==> config.mk <==
export PLATFORM = sky130hd
export DESIGN_NAME = fetch_stage_flat
export DESIGN_NICKNAME = d
export VERILOG_FILES = /design/src/rtl/rv32i_types.sv /design/src/rtl/fetch_stage_if.sv /design/src/rtl/fetch_stage_pc_register.sv /design/src/rtl/fetch_stage.sv /design/src/flat_wrapper.sv
export SDC_FILE = /design/constraint.sdc
export NUM_CORES = 1
export LEC_CHECK = 0
export BUFFER_PORTS_ARGS = -buffer_cell sky130_fd_sc_hd__clkbuf_2
export CAP_MARGIN = 40
export CORE_MARGIN = 1.5
export CORE_UTILIZATION = 50
export DETAILED_ROUTE_END_ITERATION = 12
export GPL_ROUTABILITY_DRIVEN = 0
export PLACE_DENSITY = 0.74
export SKIP_LAST_GASP = 1
export SYNTH_ARGS = -nofsm -noshare
export SYNTH_HDL_FRONTEND = slang
export SYNTH_SLANG_ARGS = --single-unit
==> constraint.sdc <==
create_clock -name clk -period 2.1 [get_ports clk]
set_input_delay 0 -clock clk [delete_from_list [all_inputs] [get_ports clk]]
set_output_delay 0 -clock clk [all_outputs]
set_load 0.03 [all_outputs]
==> src/rtl/rv32i_types.sv <==
// Shared RV32I pipeline types and constants.
package rv32i_types;

  // Canonical NOP (addi x0, x0, 0), also used for ID/EX bubble insertion.
  localparam logic [31:0] NOP_INSTR        = 32'h0000_0013;
  localparam logic [31:0] RESET_PC_DEFAULT = 32'h0000_0060;

  // Fetch-stage FSM states, exposed so debug monitors can decode them.
  typedef enum logic [1:0] {
    FETCH   = 2'd0,
    HOLD    = 2'd1,
    DISCARD = 2'd2
  } fetch_state_t;

  // Instruction addresses are always word aligned.
  function automatic logic [31:0] align_word(input logic [31:0] addr);
    return {addr[31:2], 2'b00};
  endfunction

endpackage

==> src/rtl/fetch_stage_if.sv <==
// Instruction-memory read handshake between the fetch stage and imem.
interface fetch_stage_if;
  logic        imem_read;
  logic [31:0] imem_address;
  logic        imem_resp;
  logic [31:0] imem_rdata;

  modport master (
    output imem_read,
    output imem_address,
    input  imem_resp,
    input  imem_rdata
  );

  modport slave (
    input  imem_read,
    input  imem_address,
    output imem_resp,
    output imem_rdata
  );
endinterface

==> src/rtl/fetch_stage_pc_register.sv <==
// 32-bit loadable register with synchronous reset to a parameter value.
module pc_register #(
  parameter logic [31:0] RESET_VALUE = 32'h0000_0000
) (
  input  logic        clk,
  input  logic        rst,
  input  logic        load,
  input  logic [31:0] d,
  output logic [31:0] q
);

  // Reset has priority over load.
  always_ff @(posedge clk) begin
    if (rst) begin
      q <= RESET_VALUE;
    end else if (load) begin
      q <= d;
    end
  end

endmodule

==> src/rtl/fetch_stage.sv <==
// RV32I instruction fetch stage: owns the PC, the imem read handshake,
// the IF/ID pipeline register and a single-entry skid buffer.
module fetch_stage
  import rv32i_types::*;
#(
  parameter logic [31:0] RESET_PC = RESET_PC_DEFAULT
) (
  input  logic                 clk,
  input  logic                 rst,
  input  logic                 stall,
  input  logic                 flush,
  input  logic [31:0]          redirect_pc,
  fetch_stage_if.master        imem,
  output logic                 if_id_valid,
  output logic [31:0]          if_id_pc,
  output logic [31:0]          if_id_instr
);

  fetch_state_t state_q;
  logic [31:0]  pc;
  logic [31:0]  pc_next;
  logic         pc_load;
  logic [31:0]  stale_pc;
  logic [31:0]  skid_pc;
  logic [31:0]  skid_instr;

  // PC advances on an accepted FETCH response; a flush overrides with the target.
  always_comb begin
    pc_load = flush || (state_q == FETCH && imem.imem_resp);
    pc_next = flush ? align_word(redirect_pc) : pc + 32'd4;
  end

  pc_register #(
    .RESET_VALUE(RESET_PC)
  ) u_pc (
    .clk (clk),
    .rst (rst),
    .load(pc_load),
    .d   (pc_next),
    .q   (pc)
  );

  // Read request is combinational from state; DISCARD keeps the abandoned address stable.
  always_comb begin
    imem.imem_read    = 1'b0;
    imem.imem_address = pc;
    if (!rst && state_q != HOLD) begin
      imem.imem_read = 1'b1;
    end
    if (state_q == DISCARD) begin
      imem.imem_address = stale_pc;
    end
  end

  // FSM plus IF/ID, skid and stale-address registers; flush outranks stall and response.
  always_ff @(posedge clk) begin
    if (rst) begin
      state_q     <= FETCH;
      if_id_valid <= 1'b0;
      if_id_pc    <= '0;
      if_id_instr <= NOP_INSTR;
      skid_pc     <= '0;
      skid_instr  <= NOP_INSTR;
      stale_pc    <= '0;
    end else if (flush) begin
      if_id_valid <= 1'b0;
      if_id_pc    <= '0;
      if_id_instr <= NOP_INSTR;
      skid_pc     <= '0;
      skid_instr  <= NOP_INSTR;
      case (state_q)
        FETCH: begin
          if (!imem.imem_resp) begin
            stale_pc <= pc;
            state_q  <= DISCARD;
          end
        end
        HOLD: begin
          state_q <= FETCH;
        end
        DISCARD: begin
          if (imem.imem_resp) begin
            state_q <= FETCH;
          end
        end
        default: begin
          state_q <= FETCH;
        end
      endcase
    end else begin
      case (state_q)
        FETCH: begin
          if (imem.imem_resp) begin
            if (stall) begin
              skid_pc    <= pc;
              skid_instr <= imem.imem_rdata;
              state_q    <= HOLD;
            end else begin
              if_id_valid <= 1'b1;
              if_id_pc    <= pc;
              if_id_instr <= imem.imem_rdata;
            end
          end else if (!stall) begin
            if_id_valid <= 1'b0;
            if_id_instr <= NOP_INSTR;
          end
        end
        HOLD: begin
          if (!stall) begin
            if_id_valid <= 1'b1;
            if_id_pc    <= skid_pc;
            if_id_instr <= skid_instr;
            skid_pc     <= '0;
            skid_instr  <= NOP_INSTR;
            state_q     <= FETCH;
          end
        end
        DISCARD: begin
          if (imem.imem_resp) begin
            state_q <= FETCH;
          end
          if (!stall) begin
            if_id_valid <= 1'b0;
            if_id_instr <= NOP_INSTR;
          end
        end
        default: begin
          state_q <= FETCH;
        end
      endcase
    end
  end

endmodule

==> src/flat_wrapper.sv <==
// flat-port wrapper written by rule: the top's interface ports become plain ports
module fetch_stage_flat import rv32i_types::*;
#(
  parameter logic [31:0] RESET_PC = RESET_PC_DEFAULT
)
  (clk, rst, stall, flush, redirect_pc, if_id_valid, if_id_pc, if_id_instr, imem_imem_read, imem_imem_address, imem_imem_resp, imem_imem_rdata);
  fetch_stage_if imem_i ();
  input  logic clk;
  input  logic rst;
  input  logic stall;
  input  logic flush;
  input  logic [31:0] redirect_pc;
  output logic if_id_valid;
  output logic [31:0] if_id_pc;
  output logic [31:0] if_id_instr;
  output wire logic [$bits(imem_i.imem_read)-1:0] imem_imem_read;
  output wire logic [$bits(imem_i.imem_address)-1:0] imem_imem_address;
  input wire logic [$bits(imem_i.imem_resp)-1:0] imem_imem_resp;
  input wire logic [$bits(imem_i.imem_rdata)-1:0] imem_imem_rdata;
  assign imem_imem_read = imem_i.imem_read;
  assign imem_imem_address = imem_i.imem_address;
  assign imem_i.imem_resp = imem_imem_resp;
  assign imem_i.imem_rdata = imem_imem_rdata;
  fetch_stage #(.RESET_PC(RESET_PC)) u_core (.clk(clk), .rst(rst), .stall(stall), .flush(flush), .redirect_pc(redirect_pc), .imem(imem_i), .if_id_valid(if_id_valid), .if_id_pc(if_id_pc), .if_id_instr(if_id_instr));
endmodule
After elaboration in Yosys (flattened, before gate mapping)
Index checks and enable logic that the tools add are counted.
- register bits: 195
- input port bits: 69
- output and inout bits: 98
- logic and storage cells: 67
- $add $sub $neg: 1
- equal/unequal tests: 12
- muxes and demuxes: 32
- bitwise operators: 1
- reductions and logical operators: 13
- operators by type and width (cell ; number):
    two-way mux 32 bit ; 15
    one-hot mux 32 bit (2 select lines) ; 3
    one-hot mux 32 bit (3 select lines) ; 1
    adder 32 x 3 -> 32 bit (second input constant) ; 1
    != test 3 bit (second input constant) ; 5
    two-way mux 2 bit ; 6
    AND reduction 4 bit ; 3
    != test 2 bit (second input constant) ; 4
    one-hot mux 2 bit (3 select lines) ; 1
    AND reduction 3 bit ; 2
    two-way mux 1 bit ; 4
    one-hot mux 2 bit (2 select lines) ; 1
    one-hot mux 1 bit (3 select lines) ; 1
    nonzero test 3 bit ; 1
    == test 2 x 1 -> 1 bit (second input constant) ; 1
    == test 2 bit (second input constant) ; 1
    logical AND 1 bit ; 2
    logical NOT 2 bit ; 1
    != test 2 x 1 -> 1 bit (second input constant) ; 1
    nonzero test 2 bit ; 1
    OR reduction 2 bit ; 1
    logical NOT 1 bit ; 1
    logical OR 1 bit ; 1
    NOT 1 bit ; 1

Longest topological paths before layout
Gate-level depths: netlist (run 1).
- depth after elaboration: 4
- mapped depth: 9

Hierarchy
A second synthesis (run 1) with hierarchy kept.
- cell total of the unflattened synthesis: 1051
- area total of the unflattened synthesis: 8928.6 µm²
- by module, submodules not included (module ; instances ; cells each ; area each (µm²) ; sequential area each (µm²)):
    fetch_stage ; 1 ; 948 ; 7761.2 ; 3263.1
    pc_register ; 1 ; 103 ; 1167.4 ; 640.6

Least setup slack after synthesis (run 1)
OpenSTA, ideal clock, no wires.
- path kind: register to register
- start point: register u_core.state_q[0]
- end point: register u_core.if_id_instr[10]
- setup time: 0.071 ns
- arrival time: 2.068 ns
- path slack: -0.039 ns
- stages on the path, launching flop included: 10
- path buffers: 3
- clock period less this slack: 2.139 ns
- cell sequence: dfxtp_1 > inv_1 > ha_1 > clkbuf_1 > a21oi_1 > o221ai_1 > nor3b_1 > buf_2 > buf_1 > o2bb2ai_1
- longest elaborated chain between the ends: 3
- elaborated cells between the ends (all ways): 8
- those cells by class: eq/ne (4); mux (1); reduce/logical (3)
- ends and longest elaborated chain (what ; RTL line ; RTL):
    from (decl) ; fetch_stage.sv:19 ; fetch_state_t state_q;
    from (signal assigned) ; fetch_stage.sv:58 ; state_q <= FETCH;
    from (signal assigned) ; fetch_stage.sv:75 ; state_q <= DISCARD;
    from (signal assigned) ; fetch_stage.sv:79 ; state_q <= FETCH;
    == test 2 x 1 -> 1 bit (tied with other cells) ; fetch_stage.sv:91 ; case (state_q)
    != test 2 bit (no source line) (tied with other cells) ; -- ;
    AND reduction 3 bit (no source line) ; -- ;
    to (signal assigned) ; fetch_stage.sv:101 ; if_id_instr <= imem.imem_rdata;
    to (signal assigned) ; fetch_stage.sv:112 ; if_id_instr <= skid_instr;
    to (decl) ; fetch_stage.sv:16 ; output logic [31:0] if_id_instr
Parallel ways exist; a longest one is shown, timed or not.
A chain may end at the register's enable or synchronous reset.

Worst setup path after layout (run 1)
- start point: register u_core.state_q[0]
- end point: register u_core.u_pc.q[20]
- longest elaborated chain between the ends: 3
- ends and longest elaborated chain (what ; RTL line ; RTL):
    logical NOT 2 bit ; fetch_stage.sv:29 ; pc_load = flush || (state_q == FETCH && imem.imem_resp);
    logical AND 1 bit ; fetch_stage.sv:29 ;
    logical OR 1 bit ; fetch_stage.sv:29 ;
    to (signal assigned) ; fetch_stage_pc_register.sv:15 ; q <= RESET_VALUE;
    to (signal assigned) ; fetch_stage_pc_register.sv:17 ; q <= d;
    to (decl) ; fetch_stage_pc_register.sv:9 ; output logic [31:0] q
No other way between the ends.

==> results of run 1 <==
## critical path: stages, from the launching register on
cell and delay, ns:
dfxtp_1 0.32, inv_2 0.08, ha_4 0.17, nand3_2 0.11
or4_4 0.57, or4_1 0.41, a311oi_1 0.26
## power groups by stage
stage               combinational (W)  clock (W)  sequential, W
detailed placement            0.00144          0        0.00391
CTS                           0.00155    0.00328        0.00383
floorplan                    0.000870          0        0.00397
global route                  0.00170    0.00341        0.00385
finish                        0.00158    0.00323        0.00383
global placement              0.00143          0        0.00390
## flip-flops by register name, indices dropped and copies added (netlist names)
name	flops
u_core.if_id_instr	32
u_core.skid_instr	32
u_core.if_id_pc	31
u_core.skid_pc	31
u_core.stale_pc	30
u_core.u_pc.q	30
u_core.state_q	2
u_core.if_id_valid	1
## placed cells by master (no fill, tap or decap), types with 4 or more instances in the layout
cell type / n
a211oi_1: 42
a21oi_1: 40
a221o_1: 4
a221oi_1: 5
a22oi_1: 88
a311oi_1: 9
and3_1: 4
and4_1: 9
buf_12: 7
buf_4: 58
clkbuf_16: 17
clkbuf_2: 162
dfxtp_1: 189
dlygate4sd3_1: 65
inv_1: 13
inv_8: 9
mux2_2: 26
mux2i_1: 30
nand2_1: 83
nand2b_1: 5
nand3_1: 10
nand4_1: 11
nor2_1: 123
nor2b_1: 4
nor3_1: 6
nor4_1: 8
o21ai_0: 18
o21bai_1: 4
o2bb2ai_1: 29
or4_1: 5
xnor2_1: 5
## routing by layer
| layer | global-route usage | part of all wire | up-vias |
|---|---|---|---|
| met5 | 0 | 0 | - |
| met4 | 0.116 | 0.027 | 0 |
| met3 | 0.0603 | 0.065 | 57 |
| met2 | 0.424 | 0.47 | 304 |
| met1 | 0.356 | 0.44 | 3712 |
| li1 | - | - | 3796 |
## final cells by class
type                       instances  area (µm²)  share of cell area
multi-input combinational        619        4020               0.374
sequential                       189        3780               0.352
timing repair buffer             292        2040               0.189
clock buffer                      19         453              0.0421
tap                              216         270              0.0251
clock inverter                    13         135              0.0126
inverter                          16        60.1             0.00558
## cells by family after synthesis
kind of cell               share of synthesized area
DFF                                            0.463
other                                       0.000459
muxes                                         0.0726
and+or+nand+nor                                0.160
buffers and inverters                         0.0548
adders and majority gates                    0.00766
AOI/OAI and AO/OA                              0.232
xor gates and xnor gates                     0.00857
## cell usage after synthesis (2+ instances only)
| cell | n | share of area |
|---|---|---|
| xnor2_1 | 5 | 0.0054 |
| ha_1 | 5 | 0.0077 |
| nor4_1 | 9 | 0.0069 |
| a31o_2 | 3 | 0.0032 |
| buf_4 | 3 | 0.0028 |
| mux2i_1 | 30 | 0.037 |
| dfxtp_1 | 189 | 0.46 |
| mux2_2 | 26 | 0.036 |
| buf_2 | 9 | 0.0055 |
| a221o_1 | 4 | 0.0049 |
| xor2_1 | 3 | 0.0032 |
| o21bai_1 | 4 | 0.0037 |
| a22oi_1 | 88 | 0.081 |
| nand2b_1 | 5 | 0.0038 |
| a21o_1 | 3 | 0.0028 |
| a31oi_1 | 4 | 0.0031 |
| nor3_1 | 7 | 0.0043 |
| and3_1 | 4 | 0.0031 |
| a21oi_1 | 41 | 0.025 |
| o31ai_1 | 3 | 0.0028 |
| nor2_1 | 123 | 0.056 |
| buf_1 | 7 | 0.0032 |
| inv_1 | 15 | 0.0069 |
| nand4_1 | 11 | 0.0084 |
| clkbuf_1 | 77 | 0.035 |
| o31a_1 | 2 | 0.0021 |
| a221oi_1 | 6 | 0.0064 |
| or4_1 | 5 | 0.0046 |
| nor2b_1 | 5 | 0.0038 |
| a211oi_1 | 42 | 0.039 |
| a2111oi_0 | 4 | 0.0043 |
| and4_1 | 9 | 0.0096 |
| nand2_1 | 83 | 0.038 |
| nand3_1 | 11 | 0.0067 |
| o21ai_0 | 18 | 0.011 |
| o2bb2ai_1 | 29 | 0.031 |
| a311oi_1 | 9 | 0.0096 |
| or3_1 | 3 | 0.0023 |
## through the flow
step | setup slack, ns | TNS [ns] | hold slack [ns] | util
after floorplan | 0.0132 | 0 | 0.145 | -
after global placement | 0.0543 | 0 | 0.252 | 0.594
after detailed placement | -0.0727 | -0.0971 | 0.253 | 0.594
after CTS | -0.00629 | -0.00629 | 0.00504 | 0.673
after global routing | 0.0166 | 0 | 0.0234 | 0.675
final | 0.0974 | 0 | 0.0170 | 0.675
## how the worst max path moves through the flow
stage | end | slack, ns | start
6_report | u_core.u_pc.q[20]$_SDFFE_PP0P_ | 0.1 | u_core.state_q[0]$_SDFFE_PP0P_
3_3_place_gp | u_core.u_pc.q[20]$_SDFFE_PP0P_ | 0.05 | u_core.state_q[0]$_SDFFE_PP0P_
4_1_cts | u_core.u_pc.q[18]$_SDFFE_PP0P_ | -0.006 | u_core.state_q[1]$_SDFFE_PP0P_
5_1_grt | u_core.skid_pc[15]$_SDFFE_PP0P_ | 0.02 | u_core.state_q[1]$_SDFFE_PP0P_
2_1_floorplan | u_core.skid_instr[10]$_SDFFE_PP0P_ | 0.01 | u_core.state_q[0]$_SDFFE_PP0P_
3_5_place_dp | u_core.u_pc.q[18]$_SDFFE_PP0P_ | -0.07 | u_core.state_q[0]$_SDFFE_PP0P_
## timing repair
item / in CTS / in global routing
hold buffers: 65 / 0
buffers inserted: 0 / 0
setup endpoints to repair: 2 / 60
gates cloned: 0 / 0
gates resized for setup: 3 / 10
endpoints found under the hold margin: 94 / 0
==> summary.md, run 1 <==
| Metric | Value |
|---|---|
| Pin count of the biggest net entering global routing | 57 |
| First-pass GRT wire length | about 36000 µm |
| Top FF cell, synth | dfxtp_1 |
| RSZ-0062 raised after global routing | false |
| Slew Limit Fails | 0 |
| Synthesized flop and latch total | 189 |
| Worst-path maximum fanout | 7 |
| # diodes | 0 |
| Sw frac | 0.304 |
| Number of synthesis warnings | 0 |
| R2r setup slk | ~0.1 ns |
| Reg-to-Reg Start | u_core.state_q[0]$_SDFFE_PP0P_ |
| Clk sinks | 189 |
| Remaining DRCs | 0 |
| Io pins | approximately 170 |
| Input/output buffers | 162 |
| CTS max path bufs | 2 |
| Drt first pass iters | 6 |
| Hold Crit Endpoint | u_core.state_q[0]$_SDFFE_PP0P_ |
| Worst endpoint required time | around 2.4 ns |
| Fraction of layout cells with a size suffix above 1 | 0.267 |
| DP HPWL | 14700 µm |
| Die Height | 131 µm |
| Seq pwr share | 0.444 |
| H-tree depth | 4 |
| Detailed Route Iter0 Violations | 534 |
| Vias in the first global route | 7182 |
| DP Area | around 9500 µm² |
| CORE AREA | ~16000 µm² |
| Drt via density | between 5 and 6 |
| Arrival @ worst endpoint | ~2.4 ns |
| Antenna violations before repair | 0 |
| Cell Area, Synth | just over 8000 µm² |
| EDFF count, synth | 0 |
| Sw Pwr | roughly 0.0026 W |
| Inst Count DP | 1267 |
| Unique masters post-synth | 54 |
| Starting density of the core | 0.513 |
| Final Skew | 0.0119 ns |
| Die Span X | 131 µm |
| Wire length per cell | 17.0 µm |
| Sequential share of the synthesized area | 0.463 |
| Post-route cell area | 10800 µm² |
| Asr flop ratio synth | 0 |
| Path depth of the worst reg2reg path | 6 |
| WHS Path Cells | 3 |
| Syn Area/Cell | about 8.9 µm² |
| Overall Global Routing Usage | 0.269 |
| Capturing point of the worst reg2reg path | u_core.u_pc.q[20]$_SDFFE_PP0P_ |
| CP Class | register to register |
| Mapped Cells | slightly above 900 |
| Filler cells | between 1000 and 1500 |
| Status | finished clean |
| Final WL | 23200 µm |
| Nets | between 1000 and 1500 |
| Clk Latency, worst-skew pair | approximately 0.44 ns |
| Total Power | 0.00863 W |
| Leakage Power | 4.13 nW |
| Die footprint | 17100 µm² |
| Tmin final | 2.00 ns |
| Final ANT Viol Nets | 0 |
| Internal power | 0.00601 W |
| Cts bufs inserted | 17 |
| Peak supply drop | between 600 and 700 µV |
| Hold wc startpoint | rst |
| Global route overflow | 0 |
| Hold Path Class | primary input to register |
| Final Hold Viols | 0 |
| PwrDens | 802 nW/µm² |
| TritonCTS clock tree | yes |
| Area Growth Syn to Fin | 31.7% |
| Max Cap Viol | 0 |
| Fmax | roughly 500 MHz |
| Combinational power share | 0.183 |
| CTS clk-pin slew, worst paths | 0.07 ns |
| Detailed-route via count | 7869 |
| Root Buffer | clkbuf_16 |
| Worst Setup End Kind | register |
| Final setup fails | 0 |
| Non-Filler Instances | about 1400 |
| Tcrit/Tclk final | 0.954 |
| Num rows | 46 |
| Crit start category | register |
| Clock Power Share | 0.374 |
(Power assumes the default switching activity.)
==> run 2: changes to the inputs <==
Settings changed: BUFFER_PORTS_ARGS -buffer_cell sky130_fd_sc_hd__clkbuf_2 to -buffer_cell sky130_fd_sc_hd__buf_2.
==> run 2 against run 1 <==
Combinational power fell by 3%. Power fell by 0.48%. Largest cell class unchanged. Highest routed layer unchanged. Clock skew fell by 0.0036 ns. Core utilization fell by 0.42 points. Maximum frequency fell by 2.0%. Sequential cell count did not move. Final cell count fell by 0.22%. Register-to-register slack got worse by 0.04 ns. First-iteration DRC count fell by 4.7%. Critical endpoint is now u_core.u_pc.q[18]$_SDFFE_PP0P_. Clock power barely moved. Non-clock buffer count fell by 3. Largest power group unchanged. Global-route usage fell by 0.34 points.
==> summary.md, run 2 (synthesized netlist as in run 1, its figures left out) <==
| Metric | Value |
|---|---|
| CTS max path bufs | 2 (unchanged) |
| Cts bufs inserted | 17 (unchanged) |
| Final Skew | 0.00827 ns (-0.00361 ns) |
| Final Worst Setup Slack | 0.0562 ns (-0.0411 ns) |
| Peak supply drop | 622 µV (-2.4%) |
| Io pins | 167 (unchanged) |
| Worst-path maximum fanout | 5 (-2) |
| CP Class | register to register |
| H-tree depth | 4 (unchanged) |
| Die footprint | 17100 µm² (unchanged) |
| Input/output buffers | 162 (unchanged) |
| Final WL | 23000 µm (-0.66%) |
| Drt via density | 5.74 (-0.53%) |
| Crit start category | register |
| Drt first pass iters | 5 (-1) |
| PwrDens | 803 nW/µm² (+0.15%) |
| Hold Crit Endpoint | u_core.if_id_instr[0]$_SDFFE_PP1P_ |
| Final ANT Viol Nets | 0 (unchanged) |
| DP HPWL | 14600 µm (-0.15%) |
| Antenna violations before repair | 0 (unchanged) |
| Slew @ Worst Pin | 0.697 ns |
| Multi-input logic area | 4010 µm² (-0.37%) |
| Rel. slew slack | 0.536 |
| Min Hold Slack | 0.0241 ns (+0.00715 ns) |
| First-pass GRT wire length | 35900 µm (-0.73%) |
| Global route overflow | 0 (unchanged) |
| TritonCTS clock tree | yes |
| Tmin final | 2.04 ns (+0.0411 ns) |
| Num rows | 46 (unchanged) |
| Hold Path Class | primary input to register |
| Vias in the first global route | 7050 (-1.8%) |
| Filler cells | 1283 (-0.70%) |
| Area Growth Syn to Fin | 30.9% |
| Largest regs | u_core.if_id_instr (32), u_core.skid_instr (32) |
| Hold wc startpoint | rst |
| Overall Global Routing Usage | 0.266 (-0.00342) |
| Tcrit/Tclk final | 0.973 (+0.0196) |
| Final setup fails | 0 (unchanged) |
| Capturing point of the worst reg2reg path | u_core.u_pc.q[18]$_SDFFE_PP0P_ |
| Pin count of the biggest net entering global routing | 64 (+12%) |
| Worst Setup End Kind | register |
| # diodes | 0 (unchanged) |
| DP Area | 9430 µm² (-0.50%) |
| Post-route cell area | 10700 µm² (-0.63%) |
| Detailed-route via count | 7810 (-0.75%) |
| Detailed Route Iter0 Violations | 509 (-4.7%) |
| WHS Path Cells | 4 (+1) |
| Pre-CTS WS | 0.0209 ns (+0.0936 ns) |
| Non-Filler Instances | 1361 (-0.22%) |
| Path depth of the worst reg2reg path | 7 (+1) |
| Wire length per cell | 16.9 µm (-0.44%) |
| Commonest cells after routing, fill and taps aside | dfxtp_1 (189), buf_2 (162), nor2_1 (123), a22oi_1 (88), nand2_1 (83) |
| Arrival @ worst endpoint | 2.39 ns (+0.04 ns) |
| Commonest non-fill, non-tap cell in the layout | dfxtp_1 |
| Setup_tns | 0 ns (unchanged) |
| Worst endpoint required time | 2.45 ns (about the same) |
| Status | finished clean |
| Fmax | 489 MHz (-2.0%) |
| CTS clk-pin slew, worst paths | 0.07 ns (about the same) |
| Fraction of layout cells with a size suffix above 1 | 0.263 (-0.00454) |
| Starting density of the core | 0.513 (unchanged) |
| Nets | 1206 (-0.25%) |
| Sequential cell area | 3780 µm² (unchanged) |
| Inst Count DP | 1264 (-0.24%) |
| RSZ-0062 raised after global routing | true |
| Clk Latency, worst-skew pair | 0.44 ns (about the same) |
| Reg-to-Reg Start | u_core.state_q[0]$_SDFFE_PP0P_ |
| Root Buffer | clkbuf_16 |
| Die Height | 131 µm (unchanged) |
| Slew Limit Fails | 0 (unchanged) |
| Remaining DRCs | 0 (unchanged) |
| Leakage Power | 4.13 nW (+0.16%) |
| R2r setup slk | 0.06 ns (-0.04 ns) |
| Max Cap Viol | 0 (unchanged) |
| Clk sinks | 189 (unchanged) |
| Final Hold Viols | 0 (unchanged) |
| CORE AREA | 15900 µm² (unchanged) |
| Die Span X | 131 µm (unchanged) |
-- run 2: how the worst max path moves through the flow --
stage                                   start  slack [ns]                            endpoint  depth (start not counted)
2_1_floorplan  u_core.state_q[0]$_SDFFE_PP0P_        0.01  u_core.skid_instr[10]$_SDFFE_PP0P_                          9
3_3_place_gp   u_core.state_q[0]$_SDFFE_PP0P_        0.11      u_core.u_pc.q[20]$_SDFFE_PP0P_                          6
3_5_place_dp   u_core.state_q[0]$_SDFFE_PP0P_        0.02      u_core.u_pc.q[18]$_SDFFE_PP0P_                          7
4_1_cts        u_core.state_q[0]$_SDFFE_PP0P_        0.02      u_core.u_pc.q[18]$_SDFFE_PP0P_                          7
5_1_grt        u_core.state_q[1]$_SDFFE_PP0P_       -0.04      u_core.u_pc.q[18]$_SDFFE_PP0P_                          7
6_report       u_core.state_q[0]$_SDFFE_PP0P_        0.06      u_core.u_pc.q[18]$_SDFFE_PP0P_                          7
-- run 2: final cells by class --
| class | count | area share |
|---|---|---|
| clock buffers | 18 | 0.0411 |
| clock inverters | 14 | 0.0140 |
| inverters | 16 | 0.00562 |
| multi-input cells | 619 | 0.375 |
| flip-flops and latches | 189 | 0.354 |
| well taps | 216 | 0.0253 |
| repair buffers | 289 | 0.185 |
-- run 2: worst max-delay path, cell delays in order (launching register included) --
cell	delay, ns
dfxtp_1	0.31
inv_1	0.07
ha_2	0.22
nand3_2	0.11
or4_4	0.56
buf_4	0.17
o31a_1	0.26
a221oi_2	0.25
-- run 2: metrics by stage --
step	total power, W	util
after detailed placement	0.00533	0.591
after global routing	0.00890	0.671
after floorplan	0.00484	-
after global placement	0.00531	0.591
after CTS	0.00859	0.670
final	0.00859	0.671
-- run 2: routing by layer --
layer  up-vias  wire length, µm  GRT usage
li1       3786                -          -
met1      3706            10800      0.373
met2       285            10600      0.413
met3        33             1220     0.0497
met4         0              425     0.0886
met5         -                0          0
-- run 2: power breakdown --
part	switching (W)	internal (W)	total, W	leakage [nW]
combinational	0.000933	0.000611	0.00154	2.32
sequential	0.000109	0.00372	0.00383	1.54
clock	0.00151	0.00171	0.00322	0.279
-- run 2: what timing repair did --
action                                  in CTS  in global routing
endpoints found under the hold margin       94                  0
endpoints found under the setup margin       5                  5
resized for setup                            2                  5
setup buffers                                0                  0
hold buffers                                65                  0
pin swaps                                    0                  0
==> run 3: changes to the inputs <==
--- a/config.mk
+++ b/config.mk
@@ -8,4 +8,5 @@
 export BUFFER_PORTS_ARGS = -buffer_cell sky130_fd_sc_hd__buf_2
 export CAP_MARGIN = 40
+export CORE_ASPECT_RATIO = 2
 export CORE_MARGIN = 1.5
 export CORE_UTILIZATION = 50
==> constraint.sdc (replaced) <==
create_clock -name clk -period 2.1 [get_ports clk]
set_input_delay 0 -clock clk [delete_from_list [all_inputs] [get_ports clk]]
set_output_delay 0 -clock clk [all_outputs]
set_load 0.1 [all_outputs]
==> run 3 against run 2 <==
Maximum frequency shrank 0.53%. Register-to-register slack is essentially flat. Largest power group unchanged. Sequential cell count is the same. Critical path type unchanged. Worst setup slack worse by 0.011 ns. Core utilization increased by 2.1 points.
==> summary.md, run 3 (synthesized netlist as in run 1, its figures left out) <==
| Metric | Value |
|---|---|
| Status | finished clean |
| Clk Latency, worst-skew pair | 0.44 ns (about the same) |
| Num rows | 66 (+43%) |
| Internal power | 0.00642 W (+6.2%) |
| Seq pwr share | 0.404 (-0.042) |
| Reg-to-Reg Start | u_core.state_q[0]$_SDFFE_PP0P_ |
| Slew Limit Fails | 0 (unchanged) |
| Crit start category | register |
| Drt via density | 5.86 (+2.2%) |
| Clk sinks | 189 (unchanged) |
| Overall Global Routing Usage | 0.273 (+0.00707) |
| Tmin final | 2.05 ns (+0.0109 ns) |
| Final ANT Viol Nets | 0 (unchanged) |
| Nets | 1201 (-0.41%) |
| TritonCTS clock tree | yes |
| Largest regs | u_core.if_id_instr (32), u_core.skid_instr (32) |
| CTS max path bufs | 2 (unchanged) |
| Final core occ | 0.692 (+0.0211) |
| Slowest CP cell | or4_4 |
| Cts bufs inserted | 17 (unchanged) |
| Tcrit/Tclk final | 0.978 (+0.00518) |
| Die footprint | 17200 µm² (+0.27%) |
| Sw frac | 0.324 (+0.0273) |
| Leakage Power | 4.25 nW (+2.8%) |
| Worst Setup End Kind | register |
| Fraction of layout cells with a size suffix above 1 | 0.260 (-0.00323) |
| Sw Pwr | 0.00308 W (+21%) |
| Final Hold Viols | 0 (unchanged) |
| Die Span X | 93.4 µm (-29%) |
| First-pass GRT wire length | 37600 µm (+4.9%) |
| Final Skew | 0.00895 ns (+0.000671 ns) |
| Clock Power Share | 0.357 (-0.018) |
| Die Height | 184 µm (+40%) |
| Min Hold Slack | 0.0584 ns (+0.0343 ns) |
| Non-Filler Instances | 1344 (-1.2%) |
| Final WL | 23400 µm (+1.5%) |
| WP buf/inv | 1 (-1) |
| Hold Path Class | primary input to register |
| CTS clk-pin slew, worst paths | 0.07 ns (about the same) |
| CP Class | register to register |
| Hold Crit Endpoint | u_core.stale_pc[5]$_SDFFE_PP0P_ |
| Ordered cell list for the critical path | inv_1, ha_2, nand3_2, or4_4, or4_1, a311oi_1 |
| Rel. slew slack | 0.655 (+0.120) |
| Hold wc startpoint | rst |
| Wire length per cell | 17.4 µm (+2.8%) |
| Detailed Route Iter0 Violations | 584 (+15%) |
| Io pins | 167 (unchanged) |
| Inst Count DP | 1246 (-1.4%) |
| Max Cap Viol | 0 (unchanged) |
| Antenna violations before repair | 0 (unchanged) |
| Slew @ Worst Pin | 0.521 ns (-0.176 ns) |
| WHS Path Cells | 3 (-1) |
| Setup_tns | 0 ns (unchanged) |
| Final setup fails | 0 (unchanged) |
| Worst endpoint required time | 2.45 ns (about the same) |
| Remaining DRCs | 0 (unchanged) |
| CORE AREA | 16100 µm² (+1.0%) |
| Worst stage delay on the critical path | 0.56 ns (about the same) |
| Combinational power share | 0.239 (+0.059) |
| Delay-heaviest family, CP | simple AND/OR/NAND/NOR gates |
| Fmax | 487 MHz (-0.53%) |
| Commonest non-fill, non-tap cell in the layout | dfxtp_1 |
| Peak supply drop | 599 µV (-3.6%) |
| Drt first pass iters | 8 (+3) |
| Path depth of the worst reg2reg path | 6 (-1) |
| Worst-path maximum fanout | 4 (-1) |
| Capturing point of the worst reg2reg path | u_core.u_pc.q[20]$_SDFFE_PP0P_ |
| Root Buffer | clkbuf_16 |
| Detailed-route via count | 7881 (+0.91%) |
| Input/output buffers | 162 (unchanged) |
| Pin count of the biggest net entering global routing | 63 (-1.6%) |
| Area Growth Syn to Fin | 36.4% |
| RSZ-0062 raised after global routing | true |
| PwrDens | 852 nW/µm² (+6.1%) |
| Global route overflow | 0 (unchanged) |
| DP HPWL | 14900 µm (+1.9%) |
| Setup Fix Bufs, Post-CTS | 0 (unchanged) |
| # diodes | 0 (unchanged) |
| H-tree depth | 4 (unchanged) |
| Commonest cells after routing, fill and taps aside | dfxtp_1 (189), buf_2 (131), nor2_1 (122), a22oi_1 (88), nand2_1 (82) |
| Vias in the first global route | 7616 (+8.0%) |
| R2r setup slk | 0.05 ns (about the same) |
| Starting density of the core | 0.507 (-0.00510) |
| Arrival @ worst endpoint | 2.40 ns (about the same) |
[run 3: routing by layer]
metal / track usage / up-vias / share of wire
met5: 0 / - / 0
met4: 0.127 / 0 / 0.032
met3: 0.0426 / 61 / 0.051
met2: 0.457 / 291 / 0.51
met1: 0.339 / 3768 / 0.41
li1: - / 3761 / -
[run 3: layout make-up]
type | instances | area [µm²]
fill | 1201 | 4960
inverter | 16 | 60.1
tap | 204 | 255
clock buffer | 18 | 439
multi-input combinational | 619 | 4010
timing repair buffer | 284 | 2410
sequential | 189 | 3780
clock inverter | 14 | 184
[run 3: worst min-delay path: cells and delay by family]
| family | cells | cell delay [ns] |
|---|---|---|
| buffers and inverters | 2 | 0.38 |
| AO/OA/AOI/OAI | 1 | 0.06 |
[run 3: power groups by stage]
stage | sequential, W | combinational [W] | clock [W]
after global placement | 0.00391 | 0.00212 | 0
final | 0.00384 | 0.00227 | 0.00339
after global routing | 0.00385 | 0.00240 | 0.00356
after detailed placement | 0.00391 | 0.00215 | 0
after floorplan | 0.00423 | 0.00116 | 0
after CTS | 0.00383 | 0.00225 | 0.00343
[run 3: how the worst max path moves through the flow]
| stage | from | end | depth (start not counted) |
|---|---|---|---|
| floorplan | u_core.state_q[0]$_SDFFE_PP0P_ | imem_imem_address[11] | 5 |
| global placement | u_core.state_q[1]$_SDFFE_PP0P_ | u_core.u_pc.q[20]$_SDFFE_PP0P_ | 6 |
| detailed placement | u_core.state_q[1]$_SDFFE_PP0P_ | u_core.u_pc.q[20]$_SDFFE_PP0P_ | 6 |
| CTS | u_core.state_q[1]$_SDFFE_PP0P_ | u_core.u_pc.q[20]$_SDFFE_PP0P_ | 6 |
| global route | u_core.state_q[1]$_SDFFE_PP0P_ | u_core.u_pc.q[31]$_SDFFE_PP0P_ | 7 |
| finish | u_core.state_q[0]$_SDFFE_PP0P_ | u_core.u_pc.q[20]$_SDFFE_PP0P_ | 6 |
[run 3: repair_timing]
item | 4_1_cts | 5_1_grt
endpoints found under the hold margin | 94 | 0
gates resized for setup | 1 | 7
setup endpoints to repair | 1 | 38
hold buffers | 66 | 0
pin swaps | 0 | 0
[run 3: per-stage QoR]
stage                     worst slack [ns]  power [W]  instance area [µm²]
after floorplan                     -0.281    0.00539                 8190
final                               0.0454    0.00950                11100
after CTS                           0.0176    0.00951                11100
after detailed placement            0.0150    0.00606                 9830
after global routing               -0.0133    0.00981                11100
after global placement              0.0824    0.00603                 9830
